==> src/rtl/accel_power_sequencer_if.sv <==
// rtl/accel_power_sequencer_if.sv - signal bundle between the top-level controller and the power sequencer
//
// Purpose: carries per-unit requests, bank needs and the resulting power controls.
// Signals:
//   unit_req          [NUM_UNITS]   controller -> sequencer, level clock request per unit
//   unit_busy         [NUM_UNITS]   controller -> sequencer, unit is in its compute phase
//   bank_need         [BRAM_BANKS]  controller -> sequencer, banks needed by the current state
//   unit_clk_en       [NUM_UNITS]   sequencer -> units, clock-gate enable
//   unit_dsp_en       [NUM_UNITS]   sequencer -> units, DSP operand enable
//   unit_ready        [NUM_UNITS]   sequencer -> controller, unit awake and banks settled
//   bank_power_en     [BRAM_BANKS]  sequencer -> BRAM, registered bank power enables
//   banks_stable                    sequencer -> controller, power enables match the target
//   active_bank_count [CNT_W]       sequencer -> controller, number of powered banks
// Modports: master = controller side, slave = sequencer side.

interface accel_power_sequencer_if #(
  parameter int NUM_UNITS  = 3,
  parameter int BRAM_BANKS = 20
);
  localparam int CNT_W = $clog2(BRAM_BANKS + 1);

  logic [NUM_UNITS-1:0]  unit_req;
  logic [NUM_UNITS-1:0]  unit_busy;
  logic [BRAM_BANKS-1:0] bank_need;
  logic [NUM_UNITS-1:0]  unit_clk_en;
  logic [NUM_UNITS-1:0]  unit_dsp_en;
  logic [NUM_UNITS-1:0]  unit_ready;
  logic [BRAM_BANKS-1:0] bank_power_en;
  logic                  banks_stable;
  logic [CNT_W-1:0]      active_bank_count;

  modport master (
    output unit_req, unit_busy, bank_need,
    input  unit_clk_en, unit_dsp_en, unit_ready, bank_power_en, banks_stable, active_bank_count
  );

  modport slave (
    input  unit_req, unit_busy, bank_need,
    output unit_clk_en, unit_dsp_en, unit_ready, bank_power_en, banks_stable, active_bank_count
  );
endinterface

==> src/rtl/accel_power_sequencer.sv <==
// rtl/accel_power_sequencer.sv - per-unit clock wake/idle sequencing and staggered BRAM bank power control
//
// Purpose: one wake/idle FSM with idle hysteresis per compute unit (0=MLP, 1=CNN, 2=RNN, ...),
// plus a bank sequencer that powers banks up in limited groups and powers them down at once.
// Ports:
//   clk    system clock
//   rst_n  synchronous active-low reset
//   bus    accel_power_sequencer_if.slave:
//            in : unit_req, unit_busy, bank_need
//            out: unit_clk_en (registered), unit_dsp_en, unit_ready, bank_power_en (registered),
//                 banks_stable, active_bank_count

module accel_power_sequencer #(
  parameter int                    NUM_UNITS      = 3,
  parameter int                    BRAM_BANKS     = 20,
  parameter logic [BRAM_BANKS-1:0] ALWAYS_ON_MASK = 20'h0000F,
  parameter int                    WAKE_CYCLES    = 2,
  parameter int                    IDLE_TIMEOUT   = 16,
  parameter int                    BANKS_PER_STEP = 4,
  parameter int                    STEP_CYCLES    = 2
) (
  input logic                   clk,
  input logic                   rst_n,
  accel_power_sequencer_if.slave bus
);

  localparam int CNT_W  = $clog2(BRAM_BANKS + 1);
  localparam int WAKE_W = (WAKE_CYCLES  > 1) ? $clog2(WAKE_CYCLES)  : 1;
  localparam int IDLE_W = (IDLE_TIMEOUT > 1) ? $clog2(IDLE_TIMEOUT) : 1;
  localparam int STEP_W = (STEP_CYCLES  > 1) ? $clog2(STEP_CYCLES)  : 1;

  localparam logic [WAKE_W-1:0] WAKE_LOAD = WAKE_W'(WAKE_CYCLES - 1);
  localparam logic [IDLE_W-1:0] IDLE_LOAD = IDLE_W'(IDLE_TIMEOUT - 1);
  localparam logic [STEP_W-1:0] STEP_LOAD = STEP_W'(STEP_CYCLES - 1);

  typedef enum logic [1:0] {
    ST_OFF       = 2'd0,
    ST_WAKE      = 2'd1,
    ST_ON        = 2'd2,
    ST_IDLE_WAIT = 2'd3
  } unit_state_t;

  // ---------------------------------------------------------------------------
  // Bank sequencer
  // ---------------------------------------------------------------------------
  logic [BRAM_BANKS-1:0] bank_en_q;
  logic [BRAM_BANKS-1:0] target;
  logic [BRAM_BANKS-1:0] pending;
  logic [BRAM_BANKS-1:0] grant;
  logic [STEP_W-1:0]     step_cnt;
  logic [CNT_W-1:0]      bank_count;
  logic                  banks_stable;
  int                    granted;

  assign target  = bus.bank_need | ALWAYS_ON_MASK;
  assign pending = target & ~bank_en_q;

  // Lowest-indexed pending banks, at most BANKS_PER_STEP of them.
  always_comb begin
    grant   = '0;
    granted = 0;
    for (int b = 0; b < BRAM_BANKS; b++) begin
      if (pending[b] && (granted < BANKS_PER_STEP)) begin
        grant[b] = 1'b1;
        granted  = granted + 1;
      end
    end
  end

  // Masking with target drops withdrawn banks on every edge, independent of the
  // step pacing; always-on banks stay set because target always contains them.
  // Because pending is taken from the current target, a bank withdrawn before
  // its group came up is simply never granted.
  always_ff @(posedge clk) begin
    if (!rst_n) begin
      bank_en_q <= ALWAYS_ON_MASK;
      step_cnt  <= '0;
    end else if ((pending != '0) && (step_cnt == '0)) begin
      bank_en_q <= (bank_en_q & target) | grant;
      step_cnt  <= STEP_LOAD;
    end else begin
      bank_en_q <= bank_en_q & target;
      if (step_cnt != '0) begin
        step_cnt <= step_cnt - STEP_W'(1);
      end
    end
  end

  always_comb begin
    bank_count = '0;
    for (int b = 0; b < BRAM_BANKS; b++) begin
      bank_count = bank_count + CNT_W'(bank_en_q[b]);
    end
  end

  assign banks_stable          = (bank_en_q == target);
  assign bus.bank_power_en     = bank_en_q;
  assign bus.banks_stable      = banks_stable;
  assign bus.active_bank_count = bank_count;

  // ---------------------------------------------------------------------------
  // Per-unit wake/idle FSMs
  // ---------------------------------------------------------------------------
  for (genvar u = 0; u < NUM_UNITS; u++) begin : g_unit
    unit_state_t       state;
    logic [WAKE_W-1:0] wake_cnt;
    logic [IDLE_W-1:0] idle_cnt;
    logic              clk_en_q;
    logic              on_q;

    // clk_en_q and on_q are updated alongside the state so they always equal
    // (state != OFF) and (state == ON) without a decode after the flops.
    always_ff @(posedge clk) begin
      if (!rst_n) begin
        state    <= ST_OFF;
        wake_cnt <= '0;
        idle_cnt <= '0;
        clk_en_q <= 1'b0;
        on_q     <= 1'b0;
      end else begin
        case (state)
          ST_OFF: begin
            if (bus.unit_req[u]) begin
              state    <= ST_WAKE;
              wake_cnt <= WAKE_LOAD;
              clk_en_q <= 1'b1;
            end
          end
          // Request level is ignored while waking; a drop is seen once ON.
          ST_WAKE: begin
            if (wake_cnt == '0) begin
              state <= ST_ON;
              on_q  <= 1'b1;
            end else begin
              wake_cnt <= wake_cnt - WAKE_W'(1);
            end
          end
          ST_ON: begin
            if (!bus.unit_req[u]) begin
              state    <= ST_IDLE_WAIT;
              idle_cnt <= IDLE_LOAD;
              on_q     <= 1'b0;
            end
          end
          // The clock keeps running here, so a returning request goes straight
          // back to ON without another wake delay.
          ST_IDLE_WAIT: begin
            if (bus.unit_req[u]) begin
              state <= ST_ON;
              on_q  <= 1'b1;
            end else if (idle_cnt == '0) begin
              state    <= ST_OFF;
              clk_en_q <= 1'b0;
            end else begin
              idle_cnt <= idle_cnt - IDLE_W'(1);
            end
          end
          default: begin
            state    <= ST_OFF;
            clk_en_q <= 1'b0;
            on_q     <= 1'b0;
          end
        endcase
      end
    end

    assign bus.unit_clk_en[u] = clk_en_q;
    assign bus.unit_dsp_en[u] = on_q & bus.unit_busy[u];
    assign bus.unit_ready[u]  = on_q & banks_stable;
  end

endmodule

==> src/flat_wrapper.sv <==
// flat-port wrapper written by rule: the top's interface ports become plain ports
module accel_power_sequencer_flat 
#(
  parameter int                    NUM_UNITS      = 3,
  parameter int                    BRAM_BANKS     = 20,
  parameter logic [BRAM_BANKS-1:0] ALWAYS_ON_MASK = 20'h0000F,
  parameter int                    WAKE_CYCLES    = 2,
  parameter int                    IDLE_TIMEOUT   = 16,
  parameter int                    BANKS_PER_STEP = 4,
  parameter int                    STEP_CYCLES    = 2
)
  (clk, rst_n, bus_unit_req, bus_unit_busy, bus_bank_need, bus_unit_clk_en, bus_unit_dsp_en, bus_unit_ready, bus_bank_power_en, bus_banks_stable, bus_active_bank_count);
  accel_power_sequencer_if #(.NUM_UNITS(NUM_UNITS), .BRAM_BANKS(BRAM_BANKS)) bus_i ();
  input logic clk;
  input logic rst_n;
  input wire logic [$bits(bus_i.unit_req)-1:0] bus_unit_req;
  input wire logic [$bits(bus_i.unit_busy)-1:0] bus_unit_busy;
  input wire logic [$bits(bus_i.bank_need)-1:0] bus_bank_need;
  output wire logic [$bits(bus_i.unit_clk_en)-1:0] bus_unit_clk_en;
  output wire logic [$bits(bus_i.unit_dsp_en)-1:0] bus_unit_dsp_en;
  output wire logic [$bits(bus_i.unit_ready)-1:0] bus_unit_ready;
  output wire logic [$bits(bus_i.bank_power_en)-1:0] bus_bank_power_en;
  output wire logic [$bits(bus_i.banks_stable)-1:0] bus_banks_stable;
  output wire logic [$bits(bus_i.active_bank_count)-1:0] bus_active_bank_count;
  assign bus_i.unit_req = bus_unit_req;
  assign bus_i.unit_busy = bus_unit_busy;
  assign bus_i.bank_need = bus_bank_need;
  assign bus_unit_clk_en = bus_i.unit_clk_en;
  assign bus_unit_dsp_en = bus_i.unit_dsp_en;
  assign bus_unit_ready = bus_i.unit_ready;
  assign bus_bank_power_en = bus_i.bank_power_en;
  assign bus_banks_stable = bus_i.banks_stable;
  assign bus_active_bank_count = bus_i.active_bank_count;
  accel_power_sequencer #(.NUM_UNITS(NUM_UNITS), .BRAM_BANKS(BRAM_BANKS), .ALWAYS_ON_MASK(ALWAYS_ON_MASK), .WAKE_CYCLES(WAKE_CYCLES), .IDLE_TIMEOUT(IDLE_TIMEOUT), .BANKS_PER_STEP(BANKS_PER_STEP), .STEP_CYCLES(STEP_CYCLES)) u_core (.clk(clk), .rst_n(rst_n), .bus(bus_i));
endmodule
==> config.mk <==
export PLATFORM = sky130hd
export DESIGN_NAME = accel_power_sequencer_flat
export DESIGN_NICKNAME = d
export VERILOG_FILES = /design/src/rtl/accel_power_sequencer_if.sv /design/src/rtl/accel_power_sequencer.sv /design/src/flat_wrapper.sv
export SDC_FILE = /design/constraint.sdc
export NUM_CORES = 1
export LEC_CHECK = 0
export BUFFER_PORTS_ARGS = -buffer_cell sky130_fd_sc_hd__buf_2
export CORE_MARGIN = 4
export CORE_UTILIZATION = 58
export DETAILED_ROUTE_END_ITERATION = 10
export PLACE_DENSITY = 0.82
export SLEW_MARGIN = 10
export SYNTH_ARGS = -nofsm -noshare
export SYNTH_HDL_FRONTEND = slang
export SYNTH_SLANG_ARGS = --single-unit
==> constraint.sdc <==
create_clock -name clk -period 9.5 [get_ports clk]
set_input_delay 0.95 -clock clk [delete_from_list [all_inputs] [get_ports clk]]
set_output_delay 0.95 -clock clk [all_outputs]
set_load 0.05 [all_outputs]
==> results.ini <==
[die]
die_w_um=89.8
chipHeight_um=89.8
placementRows=29
io-pin-count=63
die_outline_area_sq_mm=0.00807
starting_utilization_of_the_core_area_pct=60.5
core_sq_mm=0.00642

[route]
routed_wirelength_um=9530
postRouteAntennaNets=0
avgRoutedWirePerCell_um=15.5
drc=0
post_drt_via_cell_ratio=5.87
vias=3610
first_pass_detailed_route_iteration_total=4
drt_first_iter_violations=243

[synth]
synth_xor_xnor_area_share_pct=4.19
synth_top_area_share_pct=23.2
synth-simple-area-share_pct=23.8
ys_warn_count=0
synth_enable_flop_cells=0
postSynthRegisterBits=45
synth_commonest_cells=sky130_fd_sc_hd__nor2_1, sky130_fd_sc_hd__ha_1, sky130_fd_sc_hd__inv_1
syn_area_per_cell_sq_um=8.11
multiplexer_fraction_of_the_synthesized_cell_area_pct=2.67
synth_fp_nets=574
synthesis.area_sq_mm=0.00388
area_share_of_fa_ha_maj_cells_after_synthesis_pct=23.9
synth_top_area_cell=sky130_fd_sc_hd__dfxtp_1
synth-seq-area-share_pct=23.2
compound_gate_portion_of_the_synthesized_area_pct=15.4
synth_top_family_by_area=adder cells
ys_dominant_reg_cell=sky130_fd_sc_hd__dfxtp_1
synthesis.instances=479
async_reset_ff_share_pct=0
yosys.cell_count.top_type=sky130_fd_sc_hd__nor2_1
yosys.cell_types.count=58
synth_top_cells_by_area=sky130_fd_sc_hd__dfxtp_1, sky130_fd_sc_hd__ha_1, sky130_fd_sc_hd__fa_1

[clocking]
ctsHoldBuffers=0
clock-root-buffer=sky130_fd_sc_hd__clkbuf_8
cts_tree=yes
clkLatencyLatePin_ns=0.29
cts_sinks=45
numCtsBuffers=5
cts_htree_levels=2
clkTransAtPathRegs_ns=0.09
clock_tree.buffer_depth=2

[critical_path]
slowest_delay_ns=0.32
worstSetupPathType=in2reg
worst-endpoint-required_ns=9.74
critical_path_s_slowest_cell=sky130_fd_sc_hd__ha_1
setup.worst_path.start_class=primary input
path_max_fanout=6
crit_path_frequent_cell=sky130_fd_sc_hd__ha_1
arrival_ns=9.22
endpoint_kind=flip-flop

[pwr]
power_per_cell_area_mw_per_mm2=395
p_leak_nw=2.11
vdd_drop_max_mv=0.490

[sta]
max_slew_margin_pct=56.3
worst_slack_ns=0.518
final-hold-violation-count=0
worst_slew_pin_slew_ns=0.655
whs_ns=0.431
setup-tns-final_ns=0
fin_crit_sh_pct=94.5
report.final.setup_viol=0
timing.fmax_mhz=111
finalClockSkew_ns=0.00580
final_max_slew_viol_count=0
period_needed_ns=8.98

[cells_and_area]
nNetsFinal=633
post_layout_nonfiller_instances=615
nFillCells=513
areaGrowthSynthToFinish_pct=12.7
post_route_cells_drive_above_1_share_pct=18.2
insertedDiodeCount=0

[placed_design]
preCtsSetupSlack_ns=0.0906
post-place-cells=605
dpl.hpwl_um=7460
place_congestion=0.849
io_buffers=58

[grt]
grt_antenna_before_repair=0
global_route.overflow_total=0
grt_first_pass_wirelength_um=16200
maximum_number_of_pins_on_one_net_before_global_route_repair=38
global_route.usage.total_pct=23.8
first_global_vias=3498

[worst_hold_path]
worst_hold_path_type=reg2reg

[run]
cap_violations=0

[run_status]
outcome=finished, final reports clean

## worst max-delay path: cells and delay by family
family                   cells  cell delay [ns]
multiplexers                 5             1.22
adder cells (fa/ha/maj)     11             2.89
buffers and inverters        1             0.11
AND/OR/NAND/NOR             13             1.90
AO/OA/AOI/OAI                8             1.44
XOR/XNOR                     4             0.71
## through the flow
step                      utilization, %  cell area, sq um  total power, W
after floorplan                        -              3880         0.00130
after global placement              66.0              4240         0.00150
after detailed placement            66.0              4240         0.00157
after CTS                           67.6              4340         0.00172
after global routing                68.2              4380         0.00188
final                               68.2              4380         0.00173
## worst paths after layout
path                                                  start  slack, ns  depth (start not counted)                      endpoint
worst min-delay path                        u_core.step_cnt       0.43                          1   u_core.bus.bank_power_en[3]
worst min register to register              u_core.step_cnt       0.43                          1   u_core.bus.bank_power_en[3]
worst max register to register  u_core.bus.bank_power_en[4]       0.74                         42  u_core.bus.bank_power_en[19]
worst max-delay path                       bus_bank_need[4]       0.52                         42  u_core.bus.bank_power_en[19]
## sequential cells by signal (all words and copies together), names as in the netlist
| signal | flops |
|---|---|
| u_core.g_unit.on_q | 3 |
| u_core.g_unit.idle_cnt | 12 |
| u_core.step_cnt | 1 |
| u_core.g_unit.state | 6 |
| u_core.g_unit.clk_en_q | 3 |
| u_core.g_unit.wake_cnt | 3 |
| u_core.bus.bank_power_en | 17 |
## metal layers
metal | global-route usage [%] | wire length [um] | vias to the layer above
met1 | 27.8 | 3800 | 1698
met5 | 0 | 0 | -
li1 | - | - | 1770
met2 | 42.2 | 4780 | 112
met4 | 10.7 | 380 | 0
met3 | 4.34 | 564 | 30
## layout by cell type (no fill, tap or decap), types with 3 or more instances in the layout
| cell type | instances |
|---|---|
| sky130_fd_sc_hd__a211oi_1 | 6 |
| sky130_fd_sc_hd__a21o_1 | 4 |
| sky130_fd_sc_hd__a21oi_1 | 31 |
| sky130_fd_sc_hd__a221oi_1 | 5 |
| sky130_fd_sc_hd__a22oi_1 | 3 |
| sky130_fd_sc_hd__a31oi_1 | 6 |
| sky130_fd_sc_hd__and2_1 | 7 |
| sky130_fd_sc_hd__and3_1 | 8 |
| sky130_fd_sc_hd__buf_2 | 58 |
| sky130_fd_sc_hd__buf_4 | 10 |
| sky130_fd_sc_hd__clkbuf_8 | 5 |
| sky130_fd_sc_hd__dfxtp_1 | 45 |
| sky130_fd_sc_hd__fa_1 | 12 |
| sky130_fd_sc_hd__ha_1 | 55 |
| sky130_fd_sc_hd__inv_1 | 47 |
| sky130_fd_sc_hd__mux2_2 | 3 |
| sky130_fd_sc_hd__mux2i_1 | 4 |
| sky130_fd_sc_hd__nand2_1 | 37 |
| sky130_fd_sc_hd__nand2b_1 | 4 |
| sky130_fd_sc_hd__nand3_1 | 10 |
| sky130_fd_sc_hd__nand3b_1 | 4 |
| sky130_fd_sc_hd__nand4_1 | 9 |
| sky130_fd_sc_hd__nor2_1 | 61 |
| sky130_fd_sc_hd__nor2b_1 | 11 |
| sky130_fd_sc_hd__nor3_1 | 14 |
| sky130_fd_sc_hd__nor3b_1 | 3 |
| sky130_fd_sc_hd__o21ai_0 | 17 |
| sky130_fd_sc_hd__o31ai_1 | 3 |
| sky130_fd_sc_hd__or3_1 | 3 |
| sky130_fd_sc_hd__xnor2_1 | 8 |
| sky130_fd_sc_hd__xnor2_2 | 4 |
| sky130_fd_sc_hd__xor2_1 | 4 |
## final cells by class
| class | instances | area (sq um) | share of cell area (%) |
|---|---|---|---|
| multi-input combinational | 370 | 2730 | 62.4 |
| timing repair buffer | 68 | 365 | 8.35 |
| tap | 77 | 96.3 | 2.20 |
| clock buffer | 5 | 68.8 | 1.57 |
| clock inverter | 2 | 35.0 | 0.800 |
| inverter | 48 | 180 | 4.12 |
| sequential | 45 | 901 | 20.6 |
## report_power, final
group	internal [W]	switching, W	leakage [nW]	total [W]
Clock	0.0000765	0.0000642	0.0540	0.000141
Sequential	0.000217	0.0000309	0.370	0.000247
Combinational	0.000504	0.000837	1.69	0.00134
## logic make-up (layout without fill, tap and decap cells)
family,after synthesis,count (layout)
AO/OA/AOI/OAI,93,93
XOR/XNOR,16,16
adder cells (fa/ha/maj),67,67
buffers and inverters,64,123
flip-flops,45,45
multiplexers,9,9
AND/OR/NAND/NOR,185,185
## what timing repair did
action                     4_1_cts  5_1_grt
setup buffers                    0        3
resized for setup                0        4
setup endpoints to repair        0        1
Power figures use the tool's default switching activity.
